[config.mk]
export PLATFORM = sky130hd
export DESIGN_NAME = uart_tx_arb
export DESIGN_NICKNAME = d
export VERILOG_FILES = /design/src/rtl/uart_arb_pkg.sv /design/src/rtl/sync_fifo.sv /design/src/rtl/uart_tx_arb.sv
export SDC_FILE = /design/constraint.sdc
export NUM_CORES = 1
export LEC_CHECK = 0
export BUFFER_PORTS_ARGS = -buffer_cell sky130_fd_sc_hd__buf_2
export CAP_MARGIN = 0
export CORE_ASPECT_RATIO = 1.1
export CORE_MARGIN = 5
export CORE_UTILIZATION = 45
export DETAILED_ROUTE_END_ITERATION = 8
export GPL_ROUTABILITY_DRIVEN = 1
export PLACE_DENSITY = 0.69
export SLEW_MARGIN = 25
export SYNTH_ARGS = -nofsm -noshare
export SYNTH_HDL_FRONTEND = slang
export SYNTH_SLANG_ARGS = --single-unit
[constraint.sdc]
create_clock -name clk -period 2.1 [get_ports clk]
set_input_delay 0.525 -clock clk [delete_from_list [all_inputs] [get_ports clk]]
set_output_delay 0.525 -clock clk [all_outputs]
set_load 0.005 [all_outputs]
[src/rtl/uart_arb_pkg.sv]
// Shared types and constants for the two-requester UART transmit scheduler.
package uart_arb_pkg;

  // Scheduler FSM: IDLE picks and pops, START fires the transmitter,
  // WAIT holds until the transmitter reports completion.
  typedef enum logic [1:0] {
    IDLE  = 2'd0,
    START = 2'd1,
    WAIT  = 2'd2
  } arb_state_t;

  // Requester indices into the per-FIFO vectors.
  localparam int REQ_KBD = 0;
  localparam int REQ_DBG = 1;
  localparam int NUM_REQ = 2;

  // Round-robin winner selection. With a single non-empty FIFO that FIFO
  // wins. With both non-empty, the requester not served last time wins.
  // Only meaningful when at least one bit of nonempty is set.
  function automatic logic rr_pick(input logic [1:0] nonempty, input logic last);
    logic win;
    if (nonempty[0] && nonempty[1]) begin
      win = ~last;
    end else if (nonempty[0]) begin
      win = 1'b0;
    end else begin
      win = 1'b1;
    end
    return win;
  endfunction

endpackage

[src/rtl/sync_fifo.sv]
// Small synchronous FIFO with occupancy counter. A push on a full FIFO is
// dropped even when the same cycle pops; the head is visible combinationally
// so the consumer can capture it on the popping edge.
module sync_fifo #(
  parameter int DW    = 8,
  parameter int DEPTH = 4
) (
  input  logic          clk,
  input  logic          reset,
  input  logic          push,
  input  logic [DW-1:0] push_data,
  input  logic          pop,
  output logic [DW-1:0] pop_data,
  output logic          full,
  output logic          empty
);

  localparam int AW = (DEPTH > 1) ? $clog2(DEPTH) : 1;
  localparam int CW = $clog2(DEPTH) + 1;

  logic [DW-1:0] mem [DEPTH];
  logic [AW-1:0] wr_ptr_reg;
  logic [AW-1:0] rd_ptr_reg;
  logic [CW-1:0] count_reg;
  logic [CW-1:0] count_next;
  logic          do_push;
  logic          do_pop;

  // Full is decided from the registered count only, so a simultaneous pop
  // never makes room for the push in the same cycle.
  assign full     = (count_reg == CW'(DEPTH));
  assign empty    = (count_reg == '0);
  assign do_push  = push & ~full;
  assign do_pop   = pop & ~empty;
  assign pop_data = mem[rd_ptr_reg];

  // Storage array: written on accepted pushes, no reset needed.
  always_ff @(posedge clk) begin
    if (do_push) begin
      mem[wr_ptr_reg] <= push_data;
    end
  end

  // Occupancy changes by at most one per cycle.
  always_comb begin
    count_next = count_reg;
    case ({do_push, do_pop})
      2'b10:   count_next = count_reg + CW'(1);
      2'b01:   count_next = count_reg - CW'(1);
      default: count_next = count_reg;
    endcase
  end

  // Pointers wrap naturally because DEPTH is a power of two.
  always_ff @(posedge clk) begin
    if (!reset) begin
      wr_ptr_reg <= '0;
      rd_ptr_reg <= '0;
      count_reg  <= '0;
    end else begin
      if (do_push) begin
        wr_ptr_reg <= wr_ptr_reg + AW'(1);
      end
      if (do_pop) begin
        rd_ptr_reg <= rd_ptr_reg + AW'(1);
      end
      count_reg <= count_next;
    end
  end

endmodule

[src/rtl/uart_tx_arb.sv]
// Two-requester round-robin scheduler in front of the shared UART
// transmitter. Each requester has its own FIFO; one byte at a time is popped,
// announced with a single tx_start pulse, and held until tx_done_tick.
module uart_tx_arb
  import uart_arb_pkg::*;
#(
  parameter int DW    = 8,
  parameter int DEPTH = 4
) (
  input  logic          clk,
  input  logic          reset,
  input  logic          req0_valid,
  input  logic [DW-1:0] req0_data,
  output logic          req0_ready,
  input  logic          req1_valid,
  input  logic [DW-1:0] req1_data,
  output logic          req1_ready,
  output logic          tx_start,
  output logic [DW-1:0] tx_data,
  input  logic          tx_done_tick,
  output logic          tx_src,
  output logic          busy,
  output logic [1:0]    ovf,
  input  logic          ovf_clr
);

  logic [NUM_REQ-1:0] push_vec;
  logic [NUM_REQ-1:0] pop_vec;
  logic [NUM_REQ-1:0] full_vec;
  logic [NUM_REQ-1:0] empty_vec;
  logic [DW-1:0]      push_data_arr [NUM_REQ];
  logic [DW-1:0]      pop_data_arr  [NUM_REQ];

  arb_state_t    state_reg;
  arb_state_t    state_next;
  logic [DW-1:0] tx_data_reg;
  logic [DW-1:0] tx_data_next;
  logic          tx_src_reg;
  logic          tx_src_next;
  logic          last_reg;
  logic          last_next;
  logic [1:0]    ovf_reg;
  logic [1:0]    ovf_next;
  logic          winner;

  assign push_vec[REQ_KBD]      = req0_valid;
  assign push_vec[REQ_DBG]      = req1_valid;
  assign push_data_arr[REQ_KBD] = req0_data;
  assign push_data_arr[REQ_DBG] = req1_data;

  genvar gi;
  generate
    for (gi = 0; gi < NUM_REQ; gi++) begin : g_fifo
      sync_fifo #(
        .DW    (DW),
        .DEPTH (DEPTH)
      ) u_fifo (
        .clk       (clk),
        .reset     (reset),
        .push      (push_vec[gi]),
        .push_data (push_data_arr[gi]),
        .pop       (pop_vec[gi]),
        .pop_data  (pop_data_arr[gi]),
        .full      (full_vec[gi]),
        .empty     (empty_vec[gi])
      );
    end
  endgenerate

  assign winner = rr_pick(~empty_vec, last_reg);

  // Next-state logic: pop the round-robin winner from IDLE, pulse in START,
  // and wait for the transmitter to finish before scheduling again.
  always_comb begin
    state_next   = state_reg;
    tx_data_next = tx_data_reg;
    tx_src_next  = tx_src_reg;
    last_next    = last_reg;
    pop_vec      = '0;
    case (state_reg)
      IDLE: begin
        if (|(~empty_vec)) begin
          pop_vec[winner] = 1'b1;
          tx_data_next    = pop_data_arr[winner];
          tx_src_next     = winner;
          state_next      = START;
        end
      end
      START: begin
        state_next = WAIT;
      end
      WAIT: begin
        if (tx_done_tick) begin
          last_next  = tx_src_reg;
          state_next = IDLE;
        end
      end
      default: begin
        state_next = IDLE;
      end
    endcase
  end

  // Sticky overflow: a clear and a same-cycle drop leave the bit set.
  always_comb begin
    ovf_next = ovf_clr ? 2'b00 : ovf_reg;
    ovf_next = ovf_next | (push_vec & full_vec);
  end

  // State, holding registers and round-robin memory; last starts at 1 so
  // requester 0 wins the first contention.
  always_ff @(posedge clk) begin
    if (!reset) begin
      state_reg   <= IDLE;
      tx_data_reg <= '0;
      tx_src_reg  <= 1'b0;
      last_reg    <= 1'b1;
      ovf_reg     <= 2'b00;
    end else begin
      state_reg   <= state_next;
      tx_data_reg <= tx_data_next;
      tx_src_reg  <= tx_src_next;
      last_reg    <= last_next;
      ovf_reg     <= ovf_next;
    end
  end

  assign tx_start   = (state_reg == START);
  assign busy       = (state_reg == START) || (state_reg == WAIT);
  assign tx_data    = tx_data_reg;
  assign tx_src     = tx_src_reg;
  assign ovf        = ovf_reg;
  assign req0_ready = ~full_vec[REQ_KBD];
  assign req1_ready = ~full_vec[REQ_DBG];

endmodule

==> flow_summary.toml <==
[outcome]
status = "complete, no violations"

[logic_synthesis]
yosysSeqAreaShare_pct = 65.24
yosys.area.top_type = "edfxtp_1"
netlist.area_leader.share_pct = 48.93
synth-main-ff-cell = "edfxtp_1"
synth_seq_cells = 96
syn_area_sq_um = 3928
synth_edf_count = 64
ys_types = 34
syn_nets = 290
yosysWarnings = 0
syn_inst = 252
yosys-top-cells-count = "edfxtp_1, dfxtp_1, inv_1, mux4_2, ha_1"
async_flop_share_pct = 0
synth.avg_cell_area_sq_um = 15.59
synth.area.top_cells = "edfxtp_1, dfxtp_1, mux4_2"
yosys.cell_count.top_type = "edfxtp_1"

[cts]
cts_tree = "done"
clkTransAtPathRegs_ns = 0.10
cts_made_buffers = 9
htreeDepth = 3
ctsHoldBuffers = 0
root_buffer = "clkbuf_8"
clk_latency_ns = 0.35
clk_path_buf_depth = 2
clock_sinks = 96

[detailed_routing]
drc = 0
drt_iter0_markers = 72
dr.pass1.iters = 4
vias_per_cell = 5.012
routedWlPerCell_um = 15.95
ant_nets = 0
drt_wl_total_um = 6682
vias = 2100

[min_path]
hold_class = "in2reg"

[die]
core_area_sq_um = 8452
dieArea_sq_um = 10700
die_w_um = 99.08
start_util_pct = 46.47
die_h_um = 108.0
io_pins = 37
row_count = 35

[place]
place_area_sq_um = 4310
dpl.cell_count = 400
port_buffers = 36
dp_hpwl_um = 4595
dp_slack_ns = -0.02117
gp_congestion = 0.7678

[timing]
rsz0062_at_grt = "yes"
fin_crit_sh_pct = 99.73
fmax_mhz = 477.5
finalHoldViolations = 0
final.setup.worst_slack_ns = 0.005763
finClkSkew_ns = 0.01440
final.min_clock_period_ns = 2.094
tightest_slew_ns = 0.6347
final-setup-viol-count = 0
fin_setup_tns_ns = 0
hold_ws_ns = 0.3810
finalMaxSlewViolations = 0
maxSlewHeadroom_pct = 57.68

[critical_path]
cp_max_fo = 5
worstSetupStartpoint = "g_fifo[0].u_fifo.count_reg[2]"
required_ns = 2.38
startpoint_type = "flop"
end_kind = "flop"
worstSetupPathType = "reg2reg"
r2r_start = "g_fifo[0].u_fifo.count_reg[2]"
path_cells = "or3b_4, and2_4, inv_4, ha_4, inv_2, fa_2, xor2_1, or3_1, a21boi_1"
crit_arrival_ns = 2.37
reg2reg_depth = 9
cp_slowest_cell = "or3b_4"
r2r_end = "g_fifo[0].u_fifo.count_reg[2]"
slowest_delay_ns = 0.38
crit_path_end = "g_fifo[0].u_fifo.count_reg[2]"
reg2reg_slack_ns = 0.006

[global_route]
grt_max_degree = 31
first_global_vias = 2177
antenna_found_initial = 0
grt.total_usage_pct = 13.26
grt.overflow.total = 0
grt_pass1_wl_um = 10850

[cells_and_area]
fin_cells = 419
insertedDiodeCount = 0
syn2layout_area_growth_pct = 15.32
fin_area_sq_um = 4529
final_nets = 341
drive_above_1_share_pct = 32.79
largest_reg_flops = 64

[power]
p_leak_uw = 0.001721
powerDensity_nw_per_um2 = 1218
irDropWorstVdd_mv = 0.6748

[run]
drv_cap = 0
worst max-delay path, delay by kind of cell, from the launching register on:
kind | cells | cell delay [ns]
AND/OR/NAND/NOR | 3 | 0.84
AO/OA/AOI/OAI | 1 | 0.12
buffers and inverters | 2 | 0.09
flip-flops | 1 | 0.36
XOR/XNOR | 1 | 0.15
adder cells (fa/ha/maj) | 2 | 0.45
stage by stage:
stage | total power (uW) | utilization (%)
after floorplan | 3843 | -
after global placement | 4340 | 51.00
after detailed placement | 4382 | 51.00
after CTS | 5552 | 53.44
after global routing | 5887 | 53.59
final | 5515 | 53.59
kinds of logic (layout without fill, tap and decap cells):
group                    Yosys count  count (layout)  share of synthesized area [%]
XOR/XNOR                           9               9                          2.007
AO/OA/AOI/OAI                     34              34                          5.703
AND/OR/NAND/NOR                   43              43                          6.913
buffers and inverters             27              83                          2.676
multiplexers                      27              27                          11.98
flip-flops                        96              96                          65.24
adder cells (fa/ha/maj)           16              16                          5.480
power breakdown:
group	switching (uW)	internal (uW)	total, uW
clock	675	454	1130
combinational	913	944	1860
sequential	179	2350	2530
total	1770	3750	5520
layout by cell type (no fill, tap or decap), drive strengths merged:
master,netlist,routed
a211oi,1,1
a21boi,5,5
a21oi,9,9
a2bb2oi,2,2
a32oi,1,1
and2,12,12
and3,8,8
and3b,1,1
buf,5,50
clkbuf,5,9
clkinv,0,3
dfxtp,32,32
edfxtp,64,64
fa,2,2
ha,14,14
inv,17,21
mux2i,11,11
mux4,16,16
nand2,7,7
nand3,2,2
nor2b,6,6
nor3,2,2
o2111ai,1,1
o211ai,1,1
o21a,2,2
o21ai,12,12
or3,3,3
or3b,2,2
xnor2,7,7
xor2,2,2
repair_timing:
item / in CTS / in global routing
pin swaps: 1 / 4
gates resized for setup: 5 / 4
setup buffers: 2 / 1
setup endpoints to repair: 2 / 3
cell type report:
| type | instances | area (sq um) |
|---|---|---|
| inverter | 17 | 66.31 |
| clock buffer | 9 | 123.9 |
| clock inverter | 7 | 60.06 |
| sequential | 96 | 2572 |
| fill | 707 | 3923 |
| multi-input combinational | 129 | 1282 |
| timing repair buffer | 50 | 285.3 |
| tap | 111 | 138.9 |
metal layers:
| layer | GRT usage [%] | vias up | wire [um] |
|---|---|---|---|
| li1 | - | 1028 | - |
| met1 | 16.15 | 1031 | 2784 |
| met2 | 22.74 | 34 | 3536 |
| met3 | 3.742 | 7 | 299 |
| met4 | 4.488 | 0 | 61 |
| met5 | 0 | - | 0 |
worst min path at each step:
stage	cells past startpoint	end	startpoint
floorplan	2	g_fifo[1].u_fifo.wr_ptr_reg[1]	g_fifo[1].u_fifo.wr_ptr_reg[1]
global placement	2	g_fifo[0].u_fifo.count_reg[2]	g_fifo[0].u_fifo.count_reg[2]
detailed placement	2	g_fifo[1].u_fifo.wr_ptr_reg[1]	g_fifo[1].u_fifo.wr_ptr_reg[1]
CTS	1	g_fifo[1].u_fifo.mem[2][2]	req1_data[2]
global route	1	g_fifo[1].u_fifo.mem[2][1]	req1_data[1]
finish	1	g_fifo[1].u_fifo.mem[1][2]	req1_data[2]
No activity file was read; power rests on OpenSTA's default activity.
